[src/rtl/input_conditioner_pkg.sv]
// Shared constants and helpers for the clk27-domain input conditioner.
// Includes the debounce/reset defaults and the counter-width function.
package ossc_in_pkg;

    localparam int CLK27_HZ        = 27_000_000;
    localparam int DEBOUNCE_1MS    = 27000;
    localparam int CPU_RESET_WIDTH = 27;

    typedef struct packed {
        logic rise;
        logic fall;
    } edge_pulse_t;

    // Bits needed to hold values 0..max_val
    function automatic int cnt_width(input int max_val);
        return (max_val < 1) ? 1 : $clog2(max_val + 1);
    endfunction

endpackage

[src/rtl/input_conditioner_if.sv]
// Pin-side and conditioned-output bundle of the input conditioner.
// The master drives the raw pins and controls; the slave is the conditioner.
interface input_conditioner_if #(
    parameter int N_IN  = 4,
    parameter int CNT_W = 8
);
    logic [N_IN-1:0]       in_async;
    logic [N_IN-1:0]       db_bypass;
    logic                  cnt_clr;
    logic [N_IN-1:0]       sync_out;
    logic [N_IN-1:0]       stable_out;
    logic [N_IN-1:0]       rise_pulse;
    logic [N_IN-1:0]       fall_pulse;
    logic [N_IN*CNT_W-1:0] event_cnt;

    modport master (
        output in_async, db_bypass, cnt_clr,
        input  sync_out, stable_out, rise_pulse, fall_pulse, event_cnt
    );

    modport slave (
        input  in_async, db_bypass, cnt_clr,
        output sync_out, stable_out, rise_pulse, fall_pulse, event_cnt
    );
endinterface

[src/rtl/input_conditioner_debounce_ch.sv]
// One conditioned channel: synchronizer, debounce filter, edge pulses and
// a saturating rise counter.
module debounce_ch
    import ossc_in_pkg::*;
#(
    parameter int   SYNC_STAGES     = 2,
    parameter int   DEBOUNCE_CYCLES = DEBOUNCE_1MS,
    parameter int   CNT_W           = 8,
    parameter logic INIT_BIT        = 1'b0
) (
    input  logic             clk27,
    input  logic             reset_n,
    input  logic             in_async,
    input  logic             db_bypass,
    input  logic             cnt_clr,
    output logic             sync_out,
    output logic             stable_out,
    output logic             rise_pulse,
    output logic             fall_pulse,
    output logic [CNT_W-1:0] event_cnt
);

    localparam int DW = cnt_width(DEBOUNCE_CYCLES);

    logic [SYNC_STAGES-1:0] sync_p0;
    logic [DW-1:0]          db_cnt_p1;
    logic [DW-1:0]          db_cnt_nxt;
    logic                   stable_nxt;
    edge_pulse_t            ev_nxt;

    // Stage 0: synchronizer chain
    always_ff @(posedge clk27 or negedge reset_n) begin
        if (!reset_n) begin
            sync_p0 <= {SYNC_STAGES{INIT_BIT}};
        end else begin
            sync_p0 <= {sync_p0[SYNC_STAGES-2:0], in_async};
        end
    end

    assign sync_out = sync_p0[SYNC_STAGES-1];

    // Pulses are derived from the stable-level transition only, so flipping
    // bypass mid-count can never produce a second pulse for one change.
    always_comb begin
        stable_nxt = stable_out;
        db_cnt_nxt = '0;
        if (db_bypass) begin
            stable_nxt = sync_out;
        end else if (sync_out != stable_out) begin
            if (db_cnt_p1 == DW'(DEBOUNCE_CYCLES - 1)) begin
                stable_nxt = sync_out;
            end else begin
                db_cnt_nxt = db_cnt_p1 + DW'(1);
            end
        end
        ev_nxt.rise = stable_nxt & ~stable_out;
        ev_nxt.fall = ~stable_nxt & stable_out;
    end

    // Stage 1: debounce state and edge pulses
    always_ff @(posedge clk27 or negedge reset_n) begin
        if (!reset_n) begin
            db_cnt_p1  <= '0;
            stable_out <= INIT_BIT;
            rise_pulse <= 1'b0;
            fall_pulse <= 1'b0;
        end else begin
            db_cnt_p1  <= db_cnt_nxt;
            stable_out <= stable_nxt;
            rise_pulse <= ev_nxt.rise;
            fall_pulse <= ev_nxt.fall;
        end
    end

    // Stage 2: saturating rise counter, clear wins over a coincident rise
    always_ff @(posedge clk27 or negedge reset_n) begin
        if (!reset_n) begin
            event_cnt <= '0;
        end else if (cnt_clr) begin
            event_cnt <= '0;
        end else if (rise_pulse && (event_cnt != '1)) begin
            event_cnt <= event_cnt + CNT_W'(1);
        end
    end

endmodule

[src/rtl/input_conditioner.sv]
// Conditions N_IN asynchronous control pins in the clk27 domain and
// produces the stretched CPU reset.
module input_conditioner
    import ossc_in_pkg::*;
#(
    parameter int              N_IN            = 4,
    parameter int              SYNC_STAGES     = 2,
    parameter int              DEBOUNCE_CYCLES = DEBOUNCE_1MS,
    parameter int              CNT_W           = 8,
    parameter int              RST_WIDTH       = CPU_RESET_WIDTH,
    parameter logic [N_IN-1:0] INIT_VAL        = {N_IN{1'b0}}
) (
    input  logic                 clk27,
    input  logic                 reset_n,
    input_conditioner_if.slave   bus,
    output logic                 rst_out_n
);

    localparam int RW = cnt_width(RST_WIDTH);

    logic [N_IN-1:0]       sync_w;
    logic [N_IN-1:0]       stable_w;
    logic [N_IN-1:0]       rise_w;
    logic [N_IN-1:0]       fall_w;
    logic [N_IN*CNT_W-1:0] cnt_w;
    logic [RW-1:0]         rst_cnt;

    for (genvar i = 0; i < N_IN; i++) begin : g_ch
        debounce_ch #(
            .SYNC_STAGES    (SYNC_STAGES),
            .DEBOUNCE_CYCLES(DEBOUNCE_CYCLES),
            .CNT_W          (CNT_W),
            .INIT_BIT       (INIT_VAL[i])
        ) u_ch (
            .clk27     (clk27),
            .reset_n   (reset_n),
            .in_async  (bus.in_async[i]),
            .db_bypass (bus.db_bypass[i]),
            .cnt_clr   (bus.cnt_clr),
            .sync_out  (sync_w[i]),
            .stable_out(stable_w[i]),
            .rise_pulse(rise_w[i]),
            .fall_pulse(fall_w[i]),
            .event_cnt (cnt_w[i*CNT_W +: CNT_W])
        );
    end

    assign bus.sync_out   = sync_w;
    assign bus.stable_out = stable_w;
    assign bus.rise_pulse = rise_w;
    assign bus.fall_pulse = fall_w;
    assign bus.event_cnt  = cnt_w;

    // rst_out_n releases on the RST_WIDTH-th edge and then latches high
    always_ff @(posedge clk27 or negedge reset_n) begin
        if (!reset_n) begin
            rst_cnt   <= '0;
            rst_out_n <= 1'b0;
        end else if (!rst_out_n) begin
            if (rst_cnt == RW'(RST_WIDTH - 1)) begin
                rst_out_n <= 1'b1;
            end else begin
                rst_cnt <= rst_cnt + RW'(1);
            end
        end
    end

endmodule

[src/flat_wrapper.sv]
// flat-port wrapper written by rule: the top's interface ports become plain ports
module input_conditioner_flat import ossc_in_pkg::*;
#(
    parameter int              N_IN            = 4,
    parameter int              SYNC_STAGES     = 2,
    parameter int              DEBOUNCE_CYCLES = DEBOUNCE_1MS,
    parameter int              CNT_W           = 8,
    parameter int              RST_WIDTH       = CPU_RESET_WIDTH,
    parameter logic [N_IN-1:0] INIT_VAL        = {N_IN{1'b0}}
)
  (clk27, reset_n, rst_out_n, bus_in_async, bus_db_bypass, bus_cnt_clr, bus_sync_out, bus_stable_out, bus_rise_pulse, bus_fall_pulse, bus_event_cnt);
  input_conditioner_if #(.N_IN(N_IN), .CNT_W(CNT_W)) bus_i ();
  input  logic clk27;
  input  logic reset_n;
  output logic rst_out_n;
  input wire logic [$bits(bus_i.in_async)-1:0] bus_in_async;
  input wire logic [$bits(bus_i.db_bypass)-1:0] bus_db_bypass;
  input wire logic [$bits(bus_i.cnt_clr)-1:0] bus_cnt_clr;
  output wire logic [$bits(bus_i.sync_out)-1:0] bus_sync_out;
  output wire logic [$bits(bus_i.stable_out)-1:0] bus_stable_out;
  output wire logic [$bits(bus_i.rise_pulse)-1:0] bus_rise_pulse;
  output wire logic [$bits(bus_i.fall_pulse)-1:0] bus_fall_pulse;
  output wire logic [$bits(bus_i.event_cnt)-1:0] bus_event_cnt;
  assign bus_i.in_async = bus_in_async;
  assign bus_i.db_bypass = bus_db_bypass;
  assign bus_i.cnt_clr = bus_cnt_clr;
  assign bus_sync_out = bus_i.sync_out;
  assign bus_stable_out = bus_i.stable_out;
  assign bus_rise_pulse = bus_i.rise_pulse;
  assign bus_fall_pulse = bus_i.fall_pulse;
  assign bus_event_cnt = bus_i.event_cnt;
  input_conditioner #(.N_IN(N_IN), .SYNC_STAGES(SYNC_STAGES), .DEBOUNCE_CYCLES(DEBOUNCE_CYCLES), .CNT_W(CNT_W), .RST_WIDTH(RST_WIDTH), .INIT_VAL(INIT_VAL)) u_core (.clk27(clk27), .reset_n(reset_n), .bus(bus_i), .rst_out_n(rst_out_n));
endmodule
[config.mk]
export PLATFORM = sky130hd
export DESIGN_NAME = input_conditioner_flat
export DESIGN_NICKNAME = d
export VERILOG_FILES = /design/src/rtl/input_conditioner_pkg.sv /design/src/rtl/input_conditioner_if.sv /design/src/rtl/input_conditioner_debounce_ch.sv /design/src/rtl/input_conditioner.sv /design/src/flat_wrapper.sv
export SDC_FILE = /design/constraint.sdc
export NUM_CORES = 1
export LEC_CHECK = 0
export CAP_MARGIN = 5
export CORE_UTILIZATION = 45
export CTS_BUF_LIST = sky130_fd_sc_hd__clkbuf_4 sky130_fd_sc_hd__clkbuf_8
export DETAILED_ROUTE_END_ITERATION = 6
export GPL_TIMING_DRIVEN = 0
export HOLD_SLACK_MARGIN = 0.15
export PLACE_DENSITY_LB_ADDON = 0.2
export SKIP_LAST_GASP = 1
export SLEW_MARGIN = 20
export SYNTH_ARGS = -nofsm -noshare
export SYNTH_HDL_FRONTEND = slang
export SYNTH_HIERARCHICAL = 1
export SYNTH_SLANG_ARGS = --single-unit
[constraint.sdc]
create_clock -name clk27 -period 3.6 [get_ports clk27]
set_clock_uncertainty 0.2 [all_clocks]
set_input_delay 0.36 -clock clk27 [delete_from_list [all_inputs] [get_ports clk27]]
set_output_delay 0.36 -clock clk27 [all_outputs]
set_load 0.05 [all_outputs]
==> results.sh, run 1 <==
export IMPL_ys_warn_count=6
export IMPL_internal_power_w=0.002322
export IMPL_finalSetupViolCount=0
export IMPL_die_w_um=117.9
export IMPL_p_comb_share_pct=8.5
export IMPL_relSlewSlack_pct=60.34
export IMPL_r2r_slack_ps=1480
export IMPL_start_util_pct=46.97
export IMPL_die_y_um=117.9
export IMPL_cp_end_kind="output port"
export IMPL_yosys_most_used_dff="dfrtp_1"
export IMPL_cts_made_buffers=17
export IMPL_min_period_ps=2378
export IMPL_synthCells=548
export IMPL_area_growth_pct=22.47
export IMPL_worstSetupPathType="flop to output port"
export IMPL_syn_avg_cell_area_um2=11.04
export IMPL_wl_um=11640
export IMPL_p_clk_share_pct=46.4
export IMPL_synth_edf_count=0
export IMPL_syn_area_um2=6048
export IMPL_dr_pass1_iters=4
export IMPL_min_path_type="flop to flop"
export IMPL_root_buffer="clkbuf_8"
export IMPL_dp_hpwl_um=7995
export IMPL_viasPerCell=5.435
export IMPL_clkLatencyLatePin_ps=440
export IMPL_drt_iter0_drc=313
export IMPL_timing_rr_end="u_core/g_ch[3].u_ch/db_cnt_p1[13]"
export IMPL_critical_path_max_fanout=7
export IMPL_powerDensity_nw_per_um2=413.7
export IMPL_ys_seq_area_share_pct=48.82
export IMPL_dieArea_um2=13910
export IMPL_setup_ws_ps=1222
export IMPL_yosysTopAreaCellShare_pct=48.82
export IMPL_first_global_vias=4397
export IMPL_layout_commonest_cell="dfrtp_1"
export IMPL_grt_pass1_wl_um=20490
export IMPL_ys_ff_latch=118
export IMPL_hold_end="u_core/g_ch[2].u_ch/sync_p0[1]"
export IMPL_synth_distinct_cells=39
export IMPL_track_usage_pct=18.32
export IMPL_cts_htree_levels=4
export IMPL_nFillCells=1101
export IMPL_routedWlPerCell_um=14.25
export IMPL_antenna_found_initial=0
export IMPL_hp_start="u_core/g_ch[2].u_ch/sync_p0[0]"
export IMPL_worstMarginPinSlew_ps=580.0
export IMPL_coreArea_um2=12880
export IMPL_irDropWorstVdd_mv=0.2444
export IMPL_gp_congestion=0.8263
export IMPL_critical_path_buf_inv_count=1
export IMPL_row_count=41
export IMPL_drv_cap=0
export IMPL_grt_max_degree=63
export IMPL_slowest_stage="clkdlybuf4s50_1"
export IMPL_r2r_cells=7
export IMPL_status="completed"
export IMPL_place_area_um2=6873
export IMPL_drc=0
export IMPL_hold_depth=0
export IMPL_synth_area_leaders="dfrtp_1 49%, nor2_4 6.7%, xor2_1 5.2%, xnor2_1 4.9%, nand3_1 2.7%"
export IMPL_portBuffers=58
export IMPL_arrival_ps=1820
export IMPL_final_area_um2=7407
export IMPL_layout_common_cells="118 x dfrtp_1, 57 x clkdlybuf4s50_1, 40 x nor2_1"
export IMPL_clock_fmax_mhz=420.6
export IMPL_async_flop_share_pct=100.0
export IMPL_power_frac_seq_pct=45.1
export IMPL_crit_path_start_kind="flop"
export IMPL_cts_max_path_buffers=2
export IMPL_hold_viol_final=0
export IMPL_cpLargestDelayFamily="buffers and inverters"
export IMPL_switching_power_w=0.0007417
export IMPL_grt_overflow_total=0
export IMPL_r2r_start="u_core/g_ch[3].u_ch/db_cnt_p1[0]"
export IMPL_synth_fp_nets=569
export IMPL_whs_ps=153.0
export IMPL_finalSetupTns_ps=0
export IMPL_dp_slack_ps=1493
export IMPL_worstPathRequired_ps=3040
export IMPL_antennaDiodeCount=0
export IMPL_min_period_over_period_pct=66.05
export IMPL_postRouteAntennaNets=0
export IMPL_cts_sinks=118
export IMPL_rsz0062_at_grt="false"
export IMPL_slew_violations=0
export IMPL_num_vias=4440
export IMPL_clk_pin_slew_ps=70
export IMPL_slowest_delay_ps=860
export IMPL_power_leakage_nw=2.941
export IMPL_yosys_area_top_type="dfrtp_1"
export IMPL_ioPinCount=60
export IMPL_nets=653
export IMPL_p_sw_share_pct=24.21
export IMPL_drive_gt1_share_pct=15.81
export IMPL_cts_tree="done"
export IMPL_path_cells="clkdlybuf4s50_1"
==> cells by family after synthesis <==
| family | synth area share (%) |
|---|---|
| buf+inv | 3.351 |
| compound gates | 5.792 |
| flops | 48.82 |
| fa+ha+maj | 2.069 |
| simple gates | 28.07 |
| xor+xnor | 10.14 |
| mux | 1.758 |
==> power by group through the flow <==
stage                     combinational [W]  clock (W)  sequential (W)
after detailed placement           0.000259          0         0.00141
after CTS                          0.000266    0.00146         0.00138
after global placement             0.000253          0         0.00141
after floorplan                    0.000110          0         0.00146
final                              0.000262    0.00142         0.00138
after global routing               0.000284    0.00153         0.00138
==> registers in the layout, indices dropped and copies added (netlist names) <==
name,flops
u_core/g_ch.u_ch/event_cnt,32
u_core/g_ch.u_ch/db_cnt_p1,60
u_core/g_ch.u_ch/fall_pulse,4
u_core/rst_cnt,5
u_core/g_ch.u_ch/stable_out,4
u_core/g_ch.u_ch/rise_pulse,4
u_core/g_ch.u_ch/sync_p0,8
u_core/rst_out_n,1
==> stage by stage <==
stage,util [%],std cells,total power (W)
after floorplan,-,548,0.001566
after global placement,53.15,778,0.001659
after detailed placement,53.38,779,0.001665
after CTS,57.45,816,0.003106
after global routing,57.53,817,0.003198
final,57.53,817,0.003064
==> synthesized netlist by cell type (all sizes together), types with 5 or more instances <==
cell and number:
a2111oi 5, a21oi 17, a31oi 7, a41oi 5
and3 28, and4 20, buf 16, clkbuf 9
dfrtp 118, ha 10, inv 9, mux2 5
mux2i 5, nand2 25, nand3 33, nand4 24
nor2 80, nor2b 6, nor3 20, nor3b 8
xnor2 34, xor2 36
==> metal layers <==
metal,vias to the layer above,GRT usage [%],wire length (um)
met5,-,0,0
met4,0,8.734,224
met3,21,4.797,484
met2,116,28.79,5447
met1,2172,23.47,5485
li1,2131,-,-
==> how the worst max path moves through the flow <==
stage | startpoint | to | slack [ps] | cells after the start
floorplan | u_core/g_ch[1].u_ch/event_cnt[0] | u_core/g_ch[1].u_ch/event_cnt[3] | 1570 | 4
global placement | reset_n | u_core/g_ch[1].u_ch/db_cnt_p1[8] | -2690 | 1
detailed placement | u_core/g_ch[3].u_ch/db_cnt_p1[0] | u_core/g_ch[3].u_ch/db_cnt_p1[13] | 1490 | 7
CTS | u_core/g_ch[1].u_ch/rise_pulse | bus_rise_pulse[1] | 1190 | 1
global route | u_core/g_ch[1].u_ch/rise_pulse | bus_rise_pulse[1] | 1150 | 1
finish | u_core/g_ch[1].u_ch/rise_pulse | bus_rise_pulse[1] | 1220 | 1
==> cell type report <==
cell class	instances	area [um^2]	area share, %
clock buffers	20	275.3	3.716
inverters	9	33.78	0.4561
repair buffers	65	669.4	9.037
clock inverters	12	198.9	2.686
plain buffers	25	168.9	2.280
well taps	172	215.2	2.905
flip-flops and latches	118	2953	39.86
multi-input cells	396	2893	39.05
==> what timing repair did <==
action / in CTS / in global routing
resized for setup: 0 / 0
endpoints found under the hold margin: 93 / 1
hold buffers: 5 / 1
setup endpoints to repair: 0 / 0
setup buffers: 0 / 0
No activity file was read; power rests on OpenSTA's default activity.
==> run 2: changes to the inputs <==
==> constraint.sdc (replaced) <==
create_clock -name clk27 -period 2.25 [get_ports clk27]
set_clock_uncertainty 0.2 [all_clocks]
set_input_delay 0.225 -clock clk27 [delete_from_list [all_inputs] [get_ports clk27]]
set_output_delay 0.225 -clock clk27 [all_outputs]
set_load 0.05 [all_outputs]
==> results.sh, run 2 (synthesized netlist as in run 1, its figures left out) <==
export IMPL_gp_congestion=0.8263
export IMPL_cts_sinks=118
export IMPL_clkLatencyLatePin_ps=440
export IMPL_routedWlPerCell_um=14.20
export IMPL_p_comb_share_pct=8.5
export IMPL_die_w_um=117.9
export IMPL_cts_max_path_buffers=2
export IMPL_placedCellCount=779
export IMPL_p_sw_share_pct=24.22
export IMPL_slowest_delay_ps=850
export IMPL_min_period_ps=2181
export IMPL_dr_pass1_iters=4
export IMPL_dieArea_um2=13910
export IMPL_antennaDiodeCount=0
export IMPL_dp_hpwl_um=7995
export IMPL_drt_iter0_drc=300
export IMPL_clk_pin_slew_ps=70
export IMPL_irDropWorstVdd_mv=0.3912
export IMPL_finalSetupViolCount=0
export IMPL_whs_ps=153.0
export IMPL_clock_fmax_mhz=458.4
export IMPL_crit_start="u_core/g_ch[3].u_ch/event_cnt[0]"
export IMPL_dp_slack_ps=143.0
export IMPL_relSlewSlack_pct=57.75
export IMPL_rsz0062_at_grt="false"
export IMPL_viasPerCell=5.408
export IMPL_root_buffer="clkbuf_8"
export IMPL_internal_power_w=0.003715
export IMPL_cts_tree="done"
export IMPL_cts_made_buffers=17
export IMPL_post_route_util_pct=57.64
export IMPL_grt_pass1_wl_um=20500
export IMPL_layout_cells_non_filler=818
export IMPL_layout_common_cells="118 x dfrtp_1, 52 x clkdlybuf4s50_1, 40 x nor2_1"
export IMPL_portBuffers=58
export IMPL_antenna_found_initial=0
export IMPL_largest_reg_flops=60
export IMPL_regMostFlops="u_core/g_ch.u_ch/db_cnt_p1"
export IMPL_power_leakage_nw=3.007
export IMPL_start_util_pct=46.97
export IMPL_ioPinCount=60
export IMPL_largestRegisters="u_core/g_ch.u_ch/db_cnt_p1: 60 flops, u_core/g_ch.u_ch/event_cnt: 32 flops, u_core/g_ch.u_ch/sync_p0: 8 flops"
export IMPL_cts_setup_buffers=0
export IMPL_postRouteAntennaNets=0
export IMPL_cpLargestDelayFamily="buffers and inverters"
export IMPL_powerDensity_nw_per_um2=660.5
export IMPL_hp_start="u_core/g_ch[2].u_ch/sync_p0[0]"
export IMPL_drc=0
export IMPL_die_y_um=117.9
export IMPL_drive_gt1_share_pct=15.79
export IMPL_area_growth_pct=22.71
export IMPL_drv_cap=0
export IMPL_slew_violations=0
export IMPL_finalSetupTns_ps=0
export IMPL_worstSetupPathType="flop to output port"
export IMPL_coreArea_um2=12880
export IMPL_path_cells="clkdlybuf4s50_1"
export IMPL_grt_max_degree=63
export IMPL_track_usage_pct=18.32
export IMPL_slowest_stage="clkdlybuf4s50_1"
export IMPL_critical_path_max_fanout=6
export IMPL_min_period_over_period_pct=96.95
export IMPL_power_frac_seq_pct=45.1
export IMPL_p_clk_share_pct=46.4
export IMPL_status="completed"
export IMPL_worstMarginPinSlew_ps=617.7
export IMPL_grt_overflow_total=0
export IMPL_layout_commonest_cell="dfrtp_1"
export IMPL_r2r_start="u_core/g_ch[3].u_ch/db_cnt_p1[0]"
export IMPL_num_vias=4424
export IMPL_setup_ws_ps=68.66
export IMPL_arrival_ps=1760
export IMPL_first_global_vias=4400
export IMPL_crit_path_start_kind="flop"
export IMPL_min_path_type="flop to flop"
export IMPL_row_count=41
export IMPL_cp_end_kind="output port"
export IMPL_worstPathRequired_ps=1820
export IMPL_critical_path_buf_inv_count=1
export IMPL_nets=654
export IMPL_switching_power_w=0.001187
export IMPL_hold_viol_final=0
export IMPL_cts_htree_levels=4
export IMPL_wl_um=11620
==> run 2: layer usage <==
metal  wire [um]  GRT usage, %
met1        5464         23.47
met2        5469         28.79
met3         468         4.797
met4         215         8.734
met5           0             0
==> run 2: layout make-up <==
cell class,count,area (um^2)
Buffer,25,168.9
Clock buffer,20,275.3
Clock inverter,12,198.9
Fill cell,1099,5454
Inverter,9,33.78
Multi-Input combinational cell,396,2893
Sequential cell,118,2953
Tap cell,172,215.2
Timing Repair Buffer,66,684.4
==> run 2: worst paths after layout <==
path	endpoint	slack (ps)	cells past startpoint
max	bus_event_cnt[24]	70	1
min	u_core/g_ch[2].u_ch/sync_p0[1]	150	0
max reg2reg	u_core/g_ch[3].u_ch/db_cnt_p1[13]	130	7
min reg2reg	u_core/g_ch[2].u_ch/sync_p0[1]	150	0
max in group asynchronous	u_core/g_ch[2].u_ch/event_cnt[1]	510	4
min in group asynchronous	u_core/g_ch[3].u_ch/db_cnt_p1[0]	660	3
==> run 2: repair_timing <==
action	CTS	global route
hold buffers	7	0
hold endpoints to repair	154	0
resized for setup	2	3
setup endpoints to repair	2	3
gates cloned	0	0
==> run 2: power by group through the flow <==
stage	logic (W)	registers, W	clock network, W
2_1_floorplan	0.000176	0.00233	0
3_3_place_gp	0.000405	0.00225	0
3_5_place_dp	0.000415	0.00225	0
4_1_cts	0.000426	0.00221	0.00233
5_1_grt	0.000453	0.00222	0.00245
6_report	0.000418	0.00221	0.00227
==> run 2: stage by stage <==
step / power [W] / area, um^2
finish: 0.004902 / 7422
global route: 0.005117 / 7422
CTS: 0.004970 / 7415
detailed placement: 0.002665 / 6873
global placement: 0.002654 / 6844
floorplan: 0.002505 / 6048
==> run 3: changes to the inputs <==
--- a/config.mk
+++ b/config.mk
@@ -6,6 +6,7 @@
 export NUM_CORES = 1
 export LEC_CHECK = 0
 export CAP_MARGIN = 5
+export CORE_ASPECT_RATIO = 2
 export CORE_UTILIZATION = 45
 export CTS_BUF_LIST = sky130_fd_sc_hd__clkbuf_4 sky130_fd_sc_hd__clkbuf_8
 export DETAILED_ROUTE_END_ITERATION = 6
==> results.sh, run 3 (synthesized netlist as in run 1, its figures left out) <==
export IMPL_status="finished, violations left"
export IMPL_failed_checks="DRC"
export IMPL_cts_sinks=118
export IMPL_largestRegisters="u_core/g_ch.u_ch/db_cnt_p1: 60 flops, u_core/g_ch.u_ch/event_cnt: 32 flops, u_core/g_ch.u_ch/sync_p0: 8 flops"
export IMPL_portBuffers=58
export IMPL_postRouteAntennaNets=0
export IMPL_worstMarginPinSlew_ps=548.1
export IMPL_worstSetupPathType="flop to output port"
export IMPL_row_count=59
export IMPL_slowest_delay_ps=860
export IMPL_cts_max_path_buffers=2
export IMPL_min_period_over_period_pct=96.92
export IMPL_critical_path_buf_inv_count=1
export IMPL_finalSetupViolCount=0
export IMPL_cpLargestDelayFamily="buffers and inverters"
export IMPL_antenna_found_initial=0
export IMPL_grt_max_degree=68
export IMPL_rsz0062_at_grt="false"
export IMPL_layout_common_cells="118 x dfrtp_1, 54 x clkdlybuf4s50_1, 40 x nor2_1"
export IMPL_start_util_pct=46.29
export IMPL_cts_tree="done"
export IMPL_track_usage_pct=18.61
export IMPL_die_y_um=166.0
export IMPL_critical_path_max_fanout=6
export IMPL_viasPerCell=5.550
export IMPL_drc=16
export IMPL_r2r_start="u_core/g_ch[3].u_ch/db_cnt_p1[0]"
export IMPL_antennaDiodeCount=0
export IMPL_nets=654
export IMPL_wl_um=11900
export IMPL_drt_iter0_drc=190
export IMPL_cp_end_kind="output port"
export IMPL_min_path_type="flop to flop"
export IMPL_r2r_slack_ps=110
export IMPL_min_period_ps=2181
export IMPL_grt_overflow_total=0
export IMPL_hold_depth=0
export IMPL_die_w_um=83.98
export IMPL_dp_hpwl_um=8464
export IMPL_clkLatencyLatePin_ps=420
export IMPL_grt_pass1_wl_um=20900
export IMPL_coreArea_um2=13070
export IMPL_num_vias=4429
export IMPL_hold_end="u_core/g_ch[0].u_ch/sync_p0[1]"
export IMPL_area_growth_pct=20.67
export IMPL_drive_gt1_share_pct=15.79
export IMPL_largest_reg_flops=60
export IMPL_powerDensity_nw_per_um2=606.4
export IMPL_path_cells="clkdlybuf4s50_1"
export IMPL_timing_rr_end="u_core/g_ch[3].u_ch/db_cnt_p1[11]"
export IMPL_gp_congestion=0.8546
export IMPL_relSlewSlack_pct=63.35
export IMPL_clock_fmax_mhz=458.6
export IMPL_dp_slack_ps=139.6
export IMPL_ioPinCount=60
export IMPL_dieArea_um2=13940
export IMPL_r2r_cells=7
export IMPL_irDropWorstVdd_mv=0.4937
export IMPL_cts_made_buffers=17
export IMPL_post_route_util_pct=55.86
export IMPL_arrival_ps=1760
export IMPL_layout_commonest_cell="dfrtp_1"
export IMPL_slew_violations=0
export IMPL_hp_start="u_core/g_ch[0].u_ch/sync_p0[0]"
export IMPL_cts_htree_levels=4
export IMPL_slowest_stage="clkdlybuf4s50_1"
export IMPL_worstPathRequired_ps=1820
export IMPL_root_buffer="clkbuf_8"
export IMPL_crit_path_start_kind="flop"
export IMPL_setup_ws_ps=69.26
export IMPL_clk_pin_slew_ps=70
export IMPL_hold_viol_final=0
export IMPL_dr_pass1_iters=7
export IMPL_drv_cap=0
export IMPL_routedWlPerCell_um=14.91
export IMPL_regMostFlops="u_core/g_ch.u_ch/db_cnt_p1"
export IMPL_power_leakage_nw=2.946
export IMPL_first_global_vias=4591
[run 3: repair_timing]
| item | 4_1_cts | 5_1_grt |
|---|---|---|
| setup buffers | 0 | 0 |
| setup endpoints to repair | 0 | 3 |
| hold buffers | 7 | 0 |
| hold endpoints to repair | 154 | 0 |
| resized for setup | 0 | 3 |
[run 3: worst max-delay path by stage]
stage | from | end | slack (ps) | cells past startpoint
after global routing | u_core/g_ch[2].u_ch/event_cnt[0] | bus_event_cnt[16] | 7 | 1
final | u_core/g_ch[2].u_ch/event_cnt[0] | bus_event_cnt[16] | 70 | 1
after detailed placement | u_core/g_ch[1].u_ch/db_cnt_p1[0] | u_core/g_ch[1].u_ch/db_cnt_p1[9] | 140 | 7
after CTS | u_core/g_ch[1].u_ch/rise_pulse | bus_rise_pulse[1] | 30 | 1
after global placement | reset_n | u_core/g_ch[1].u_ch/db_cnt_p1[6] | -3810 | 1
after floorplan | u_core/g_ch[1].u_ch/event_cnt[0] | u_core/g_ch[1].u_ch/event_cnt[3] | 220 | 4
[run 3: where the power goes]
part           internal [W]  leakage (nW)  switching [W]
Sequential          0.00216          1.59      0.0000484
Clock              0.000936         0.176       0.000857
Combinational      0.000150          1.18       0.000271
Total               0.00325          2.95        0.00118
[run 3: cell type report]
cell class                      instances  area [um^2]
Tap cell                              152        190.2
Buffer                                 25        168.9
Clock inverter                         12        103.9
Timing Repair Buffer                   66        686.9
Inverter                                9        33.78
Sequential cell                       118         2953
Clock buffer                           20        269.0
Fill cell                            1138         5768
Multi-Input combinational cell        396         2893
[run 3: layer usage]
layer | vias to the layer above | GRT usage, % | wire, um
met5 | - | 0 | 0
met4 | 0 | 8.321 | 215
met3 | 20 | 4.423 | 473
met2 | 106 | 34.50 | 6529
met1 | 2174 | 19.53 | 4677
li1 | 2129 | - | -
[run 3: per-stage QoR]
step	std cells	power [W]	hold slack (ps)	instance area, um^2	setup TNS (ps)
floorplan	548	0.002505	-270.6	6048	0
global route	798	0.004612	160.5	7298	0
detailed placement	759	0.002668	11.61	6848	0
finish	798	0.004426	152.8	7298	0
CTS	798	0.004505	155.8	7291	0
global placement	758	0.002656	133.3	6819	-448230
